File: src/rtl/ahb_apb_pkg.sv
// ----------------------------------------------------------------------------
// ahb_apb_pkg
//
// Shared definitions for the AHB-to-APB bridge control stage.
//   - bridge_state_e : control FSM states
//   - HTRANS_*       : AHB transfer type encodings
//   - HRESP_*        : AHB response encodings
//   - is_active_trans: true for transfer types that request a real transfer
// ----------------------------------------------------------------------------
package ahb_apb_pkg;

    typedef enum logic [2:0] {
        IDLE   = 3'd0,
        WWAIT  = 3'd1,
        SETUP  = 3'd2,
        ACCESS = 3'd3,
        DONE   = 3'd4,
        ERR1   = 3'd5,
        ERR2   = 3'd6
    } bridge_state_e;

    localparam logic [1:0] HTRANS_IDLE   = 2'b00;
    localparam logic [1:0] HTRANS_BUSY   = 2'b01;
    localparam logic [1:0] HTRANS_NONSEQ = 2'b10;
    localparam logic [1:0] HTRANS_SEQ    = 2'b11;

    localparam logic HRESP_OKAY  = 1'b0;
    localparam logic HRESP_ERROR = 1'b1;

    // NONSEQ and SEQ are the only transfer types that move data; IDLE and
    // BUSY always receive a zero-wait OKAY without touching the APB side.
    function automatic logic is_active_trans(input logic [1:0] htrans);
        return (htrans == HTRANS_NONSEQ) || (htrans == HTRANS_SEQ);
    endfunction

endpackage : ahb_apb_pkg

File: src/rtl/apb_timeout_cnt.sv
// ----------------------------------------------------------------------------
// apb_timeout_cnt
//
// Wait-cycle counter for the APB ACCESS phase. Only instantiated by the
// bridge when APB_TIMEOUT_EN is defined.
//
// Ports:
//   clk_i      : clock
//   rst_ni     : synchronous active-low reset
//   clear_i    : zero the count (asserted in the cycle before ACCESS starts)
//   count_en_i : add one (asserted on each ACCESS cycle with PREADY low)
//   expired_o  : current ACCESS cycle is the last one allowed
//
// Parameters:
//   TIMEOUT_CYC : number of ACCESS cycles tolerated before giving up
// ----------------------------------------------------------------------------
module apb_timeout_cnt
    import ahb_apb_pkg::*;
#(
    parameter int TIMEOUT_CYC = 16
) (
    input  logic clk_i,
    input  logic rst_ni,
    input  logic clear_i,
    input  logic count_en_i,
    output logic expired_o
);

    localparam int CNT_W = $clog2(TIMEOUT_CYC + 1);

    logic [CNT_W-1:0] cnt_q;
    logic [CNT_W-1:0] cnt_d;

    // The count holds the number of PREADY-low ACCESS cycles already seen,
    // so on ACCESS cycle k it reads k-1. Clear has priority so a fresh
    // transfer never inherits a stale count.
    always_comb begin
        cnt_d = cnt_q;
        if (clear_i) begin
            cnt_d = '0;
        end else if (count_en_i) begin
            cnt_d = cnt_q + 1'b1;
        end
    end

    // Count register.
    always_ff @(posedge clk_i) begin
        if (!rst_ni) begin
            cnt_q <= '0;
        end else begin
            cnt_q <= cnt_d;
        end
    end

    // Expired means this is ACCESS cycle number TIMEOUT_CYC: if PREADY is
    // still low now, the bridge abandons the transfer at the next edge.
    assign expired_o = (cnt_q >= CNT_W'(TIMEOUT_CYC - 1));

endmodule : apb_timeout_cnt

File: src/rtl/ahb_apb_bridge_fsm.sv
// ----------------------------------------------------------------------------
// ahb_apb_bridge_fsm
//
// Control stage of the AHB-to-APB bridge. Takes single AHB transfers that the
// address decoder has already qualified with PSEL_en and turns each one into
// an APB SETUP/ACCESS sequence, holding HREADYOUT low until the completer
// answers, then returning read data (OKAY) or a two-cycle ERROR response.
//
// Optional feature (macro APB_TIMEOUT_EN): an ACCESS phase that sees PREADY
// low for TIMEOUT_CYC cycles is abandoned and reported as an ERROR. Without
// the macro the bridge waits in ACCESS indefinitely and TIMEOUT_CYC is unused.
//
// Ports:
//   HCLK, HRESETn    : clock, synchronous active-low reset
//   HSEL, HADDR,
//   HTRANS, HWRITE,
//   HWDATA, HREADY   : AHB subordinate-side request inputs
//   PSEL_en          : decoder says the address maps to an APB completer
//   HREADYOUT, HRESP,
//   HRDATA           : AHB response outputs (HRDATA registered)
//   PADDR, PSEL,
//   PENABLE, PWRITE,
//   PWDATA           : APB requester outputs
//   PRDATA, PREADY,
//   PSLVERR          : APB completer response inputs
// ----------------------------------------------------------------------------
module ahb_apb_bridge_fsm
    import ahb_apb_pkg::*;
#(
    parameter int ADDR_W      = 32,
    parameter int DATA_W      = 32,
    parameter int TIMEOUT_CYC = 16
) (
    input  logic              HCLK,
    input  logic              HRESETn,
    input  logic              HSEL,
    input  logic [ADDR_W-1:0] HADDR,
    input  logic [1:0]        HTRANS,
    input  logic              HWRITE,
    input  logic [DATA_W-1:0] HWDATA,
    input  logic              HREADY,
    input  logic              PSEL_en,
    output logic              HREADYOUT,
    output logic              HRESP,
    output logic [DATA_W-1:0] HRDATA,
    output logic [ADDR_W-1:0] PADDR,
    output logic              PSEL,
    output logic              PENABLE,
    output logic              PWRITE,
    output logic [DATA_W-1:0] PWDATA,
    input  logic [DATA_W-1:0] PRDATA,
    input  logic              PREADY,
    input  logic              PSLVERR
);

    bridge_state_e state_q;
    bridge_state_e state_d;

    logic [ADDR_W-1:0] paddr_q;
    logic              pwrite_q;
    logic [DATA_W-1:0] pwdata_q;
    logic [DATA_W-1:0] hrdata_q;

    logic acceptWindow;
    logic acceptXfer;
    logic captureRdata;
    logic timeoutExpired;

    // A new transfer can only be taken while the bridge is presenting
    // HREADYOUT=1, i.e. in IDLE, DONE or ERR2. DONE and ERR2 accept so that
    // back-to-back transfers run without an IDLE bubble.
    always_comb begin
        acceptWindow = (state_q == IDLE) || (state_q == DONE) || (state_q == ERR2);
        acceptXfer   = acceptWindow && HSEL && HREADY && is_active_trans(HTRANS);
    end

`ifdef APB_TIMEOUT_EN
    logic cntClear;
    logic cntEnable;

    // SETUP always precedes ACCESS, so clearing during SETUP gives every
    // ACCESS phase a fresh count starting at zero.
    assign cntClear  = (state_q == SETUP);
    assign cntEnable = (state_q == ACCESS) && !PREADY;

    apb_timeout_cnt #(
        .TIMEOUT_CYC (TIMEOUT_CYC)
    ) u_timeout_cnt (
        .clk_i      (HCLK),
        .rst_ni     (HRESETn),
        .clear_i    (cntClear),
        .count_en_i (cntEnable),
        .expired_o  (timeoutExpired)
    );
`else
    assign timeoutExpired = 1'b0;
`endif

    // Next-state and state-decoded outputs. Every bus-visible control signal
    // is a pure function of the current state, so HREADYOUT/HRESP/PSEL/PENABLE
    // change only on HCLK edges. PREADY wins over an expiring timeout because
    // it is checked first.
    always_comb begin
        state_d      = state_q;
        HREADYOUT    = 1'b1;
        HRESP        = HRESP_OKAY;
        PSEL         = 1'b0;
        PENABLE      = 1'b0;
        captureRdata = 1'b0;

        unique case (state_q)
            IDLE, DONE, ERR2: begin
                if (state_q == ERR2) begin
                    HRESP = HRESP_ERROR;
                end
                if (acceptXfer) begin
                    if (!PSEL_en) begin
                        state_d = ERR1;
                    end else if (HWRITE) begin
                        state_d = WWAIT;
                    end else begin
                        state_d = SETUP;
                    end
                end else begin
                    state_d = IDLE;
                end
            end

            WWAIT: begin
                HREADYOUT = 1'b0;
                state_d   = SETUP;
            end

            SETUP: begin
                HREADYOUT = 1'b0;
                PSEL      = 1'b1;
                state_d   = ACCESS;
            end

            ACCESS: begin
                HREADYOUT = 1'b0;
                PSEL      = 1'b1;
                PENABLE   = 1'b1;
                if (PREADY) begin
                    if (PSLVERR) begin
                        state_d = ERR1;
                    end else begin
                        state_d      = DONE;
                        captureRdata = !pwrite_q;
                    end
                end else if (timeoutExpired) begin
                    state_d = ERR1;
                end
            end

            ERR1: begin
                HREADYOUT = 1'b0;
                HRESP     = HRESP_ERROR;
                state_d   = ERR2;
            end

            default: begin
                state_d = IDLE;
            end
        endcase
    end

    // State and datapath registers. Address and direction are captured on
    // accept and held untouched until the next accept, which keeps PADDR and
    // PWRITE stable across SETUP and every ACCESS cycle. Write data arrives
    // in the AHB data phase, which is the WWAIT cycle. HRDATA only moves on a
    // successful read so it keeps its last value across writes and errors.
    always_ff @(posedge HCLK) begin
        if (!HRESETn) begin
            state_q  <= IDLE;
            paddr_q  <= '0;
            pwrite_q <= 1'b0;
            pwdata_q <= '0;
            hrdata_q <= '0;
        end else begin
            state_q <= state_d;
            if (acceptXfer) begin
                paddr_q  <= HADDR;
                pwrite_q <= HWRITE;
            end
            if (state_q == WWAIT) begin
                pwdata_q <= HWDATA;
            end
            if (captureRdata) begin
                hrdata_q <= PRDATA;
            end
        end
    end

    assign PADDR  = paddr_q;
    assign PWRITE = pwrite_q;
    assign PWDATA = pwdata_q;
    assign HRDATA = hrdata_q;

endmodule : ahb_apb_bridge_fsm

File: config.mk
export PLATFORM = sky130hd
export DESIGN_NAME = ahb_apb_bridge_fsm
export DESIGN_NICKNAME = d
export VERILOG_FILES = /design/src/rtl/ahb_apb_pkg.sv /design/src/rtl/apb_timeout_cnt.sv /design/src/rtl/ahb_apb_bridge_fsm.sv
export SDC_FILE = /design/constraint.sdc
export NUM_CORES = 1
export LEC_CHECK = 0
export ABC_AREA = 1
export ABC_CLOCK_PERIOD_IN_PS = 2300
export CAP_MARGIN = 10
export CORE_MARGIN = 3
export CORE_UTILIZATION = 30
export DETAILED_ROUTE_END_ITERATION = 7
export HOLD_SLACK_MARGIN = 0.12
export PLACE_DENSITY = 0.75
export SLEW_MARGIN = 10
export SYNTH_ARGS = -nofsm -noshare
export SYNTH_HDL_FRONTEND = slang
export SYNTH_SLANG_ARGS = --single-unit
File: constraint.sdc
create_clock -name HCLK -period 2.3 [get_ports HCLK]
set_input_delay 0.23 -clock HCLK [delete_from_list [all_inputs] [get_ports HCLK]]
set_output_delay 0.23 -clock HCLK [all_outputs]
set_load 0.05 [all_outputs]
==> load_flow_metrics.sql <==
INSERT INTO impl_metrics (metric_group, metric, value, unit) VALUES
('status', 'outcome', 'finished, final reports clean', ''),
('finish', 'syn2layout_area_growth', '67.6', '%'),
('clocking', 'clock_tree_from_tritoncts', 'yes', ''),
('hold_path', 'holdCritPathClass', 'flop to flop', ''),
('synth', 'netlist_instances', '464', ''),
('sta', 'maxSlewHeadroom', '30.0', '%'),
('floorplanning', 'dieWidth', '116', 'um'),
('placed_design', 'dp_hpwl', '8.04', 'mm'),
('power_and_ir_drop', 'p_per_area', '698', 'mW/mm2'),
('sta', 'timing.final.setup_violations', '0', ''),
('power_and_ir_drop', 'netSwitchingFraction', '25.6', '%'),
('finish', 'stdcell_count', '805', ''),
('worst_setup_path', 'crit_buf_inv', '1', ''),
('power_and_ir_drop', 'pwr-share-seq', '43.2', '%'),
('placed_design', 'gp_routability_congestion', '0.773', ''),
('sta', 'finalMaxSlewViolations', '0', ''),
('sta', 'clock-skew-final', '11.3', 'ps'),
('placed_design', 'number_of_instances_in_the_placed_design', '788', ''),
('worst_setup_path', 'cpMaxStageDelayCell', 'clkdlybuf4s50_1', ''),
('finish', 'most_common_cell_after_layout_fill_and_taps_aside', 'clkdlybuf4s50_1', ''),
('worst_setup_path', 'cp_data_arrival_time', '1870', 'ps'),
('floorplanning', 'io_pins', '207', ''),
('route', 'drcViolationCount', '0', ''),
('grt', 'grt_pass1_wl', '17.1', 'mm'),
('clocking', 'worst_setup_hold_path_clk_slew', '60', 'ps'),
('hold_path', 'min_from', 'PWDATA[7]', ''),
('power_and_ir_drop', 'clkPwrFrac', '39.5', '%'),
('synth', 'yosysUniqueCellTypes', '18', ''),
('worst_setup_path', 'crit-reg2reg-launch', 'state_q[0]', ''),
('synth', 'synthesis.nets', '570', ''),
('worst_setup_path', 'crit_type', 'flop to primary output', ''),
('floorplanning', 'initial_utilization', '31.2', '%'),
('grt', 'antenna_found_initial', '1', ''),
('worst_setup_path', 'worst_path_largest_cell_delay', '850', 'ps'),
('floorplanning', 'dieHeight', '116', 'um'),
('synth', 'yosysTopAreaCell', 'dfxtp_1', ''),
('route', 'drt-initial-drc-count', '199', ''),
('synth', 'ys_seq_elements', '100', ''),
('clocking', 'cts_setup_buffers', '0', ''),
('sta', 'finalWorstSetupSlack', '201', 'ps'),
('grt', 'grt_pass1_vias', '3609', ''),
('sta', 'fmaxAchievable', '476', 'MHz'),
('route', 'detail_route.wl_per_cell', '13.9', 'um'),
('clocking', 'tritoncts.num_buffers', '9', ''),
('sta', 'grt_setup_unrepaired', 'false', ''),
('floorplanning', 'fp-row-count', '39', ''),
('clocking', 'cts-root-to-sink-buffers', '2', ''),
('synth', 'post-synth-top-area-fraction', '55.2', '%'),
('placed_design', 'pre_cts_slack', '559', 'ps'),
('route', 'dr.pass1.iters', '4', ''),
('finish', 'fillCellCount', '1093', ''),
('power_and_ir_drop', 'totalPowerFinal', '0.00424', 'W'),
('sta', 'worstMarginPinSlew', '1050', 'ps'),
('route', 'via_count', '3756', ''),
('placed_design', 'port_buffers', '205', ''),
('worst_setup_path', 'critPathLaunch', 'state_q[1]', ''),
('power_and_ir_drop', 'cellLeakagePower', '2.28', 'nW'),
('route', 'post_drt_via_cell_ratio', '4.67', ''),
('worst_setup_path', 'cp-end-kind', 'primary output', ''),
('worst_setup_path', 'cp_max_fo', '5', ''),
('power_and_ir_drop', 'ir_drop', '389', 'uV'),
('power_and_ir_drop', 'internal_power', '0.00316', 'W'),
('run', 'max-cap-violations', '0', ''),
('synth', 'avgSynthCellArea', '7.81', 'um2'),
('route', 'route.antenna.remaining_nets', '0', ''),
('sta', 'hold_viol', '0', ''),
('synth', 'synth.yosys.seq_area_share', '55.2', '%'),
('finish', 'net_count_final', '762', ''),
('grt', 'global_route.usage.total', '15.9', '%'),
('power_and_ir_drop', 'comb_power_share', '17.3', '%'),
('worst_setup_path', 'worstPathRequired', '2070', 'ps');
## sequential cells by signal, summed over array words and instances, names as in the netlist
signal,count
PADDR,32
PWRITE,1
state_q,3
HRDATA,32
PWDATA,32
## metal layers
layer  track usage (%)  up-vias  wire [um]
met5                 0        -          0
met4              7.35        0        349
met3              5.59       24        923
met2              25.7      132       5310
met1              19.0     1716       4630
li1                  -     1884          -
## final timing paths
| check | end | slack, ps | cells past startpoint |
|---|---|---|---|
| worst min-delay path | PWDATA[7] | 460 | 2 |
| worst max-delay path | PENABLE | 200 | 3 |
| worst max register to register | PWDATA[5] | 720 | 7 |
| worst min register to register | PWDATA[7] | 460 | 2 |
## cells in the mapped netlist
cell type	count
buf_2	8
nor2_1	134
nor2_2	2
clkbuf_1	15
inv_2	2
buf_1	1
a21oi_1	35
o211ai_1	1
nand3_1	36
inv_1	9
nand2_1	41
o21ai_0	67
clkbuf_2	1
nor3_1	1
nor2_4	1
nand2_2	4
dfxtp_1	100
buf_6	6
## cell families (layout without fill, tap and decap cells)
family          Yosys count  in the layout  synth area share (%)
compound gates          103            103                  14.3
buf+inv                  42            239                  5.90
flops                   100            100                  55.2
other cells               0              1                     0
simple gates            219            219                  24.6
## through the flow
stage	cell area, um2	utilization, %	hold slack, ps
3_5_place_dp	5740	49.4	454
2_1_floorplan	3620	-	365
4_1_cts	6070	52.3	456
3_3_place_gp	5740	49.4	449
5_1_grt	6080	52.3	461
6_report	6080	52.3	461
## worst reg2reg max path, delay by kind of cell (launching register included)
kind,cells,cell delay (ps)
buf+inv,3,700
flops,1,360
simple gates,3,290
compound gates,1,60
## power groups by stage
stage	combinational (W)	sequential, W	clock, W
3_5_place_dp	0.000737	0.00187	0
4_1_cts	0.000740	0.00183	0.00171
6_report	0.000736	0.00183	0.00167
2_1_floorplan	0.000181	0.00208	0
3_3_place_gp	0.000730	0.00187	0
5_1_grt	0.000784	0.00184	0.00180
## area by class of cell
type / instances / area [um2] / share of cell area [%]
Antenna cell: 1 / 2.50 / 0.0412
Sequential cell: 100 / 2000 / 32.9
Clock inverter: 3 / 67.6 / 1.11
Multi-Input combinational cell: 322 / 1410 / 23.2
Tap cell: 143 / 179 / 2.94
Timing Repair Buffer: 212 / 2100 / 34.6
Inverter: 11 / 41.3 / 0.680
Clock buffer: 13 / 270 / 4.45
Note: power is estimated with default switching activity, not from simulation.
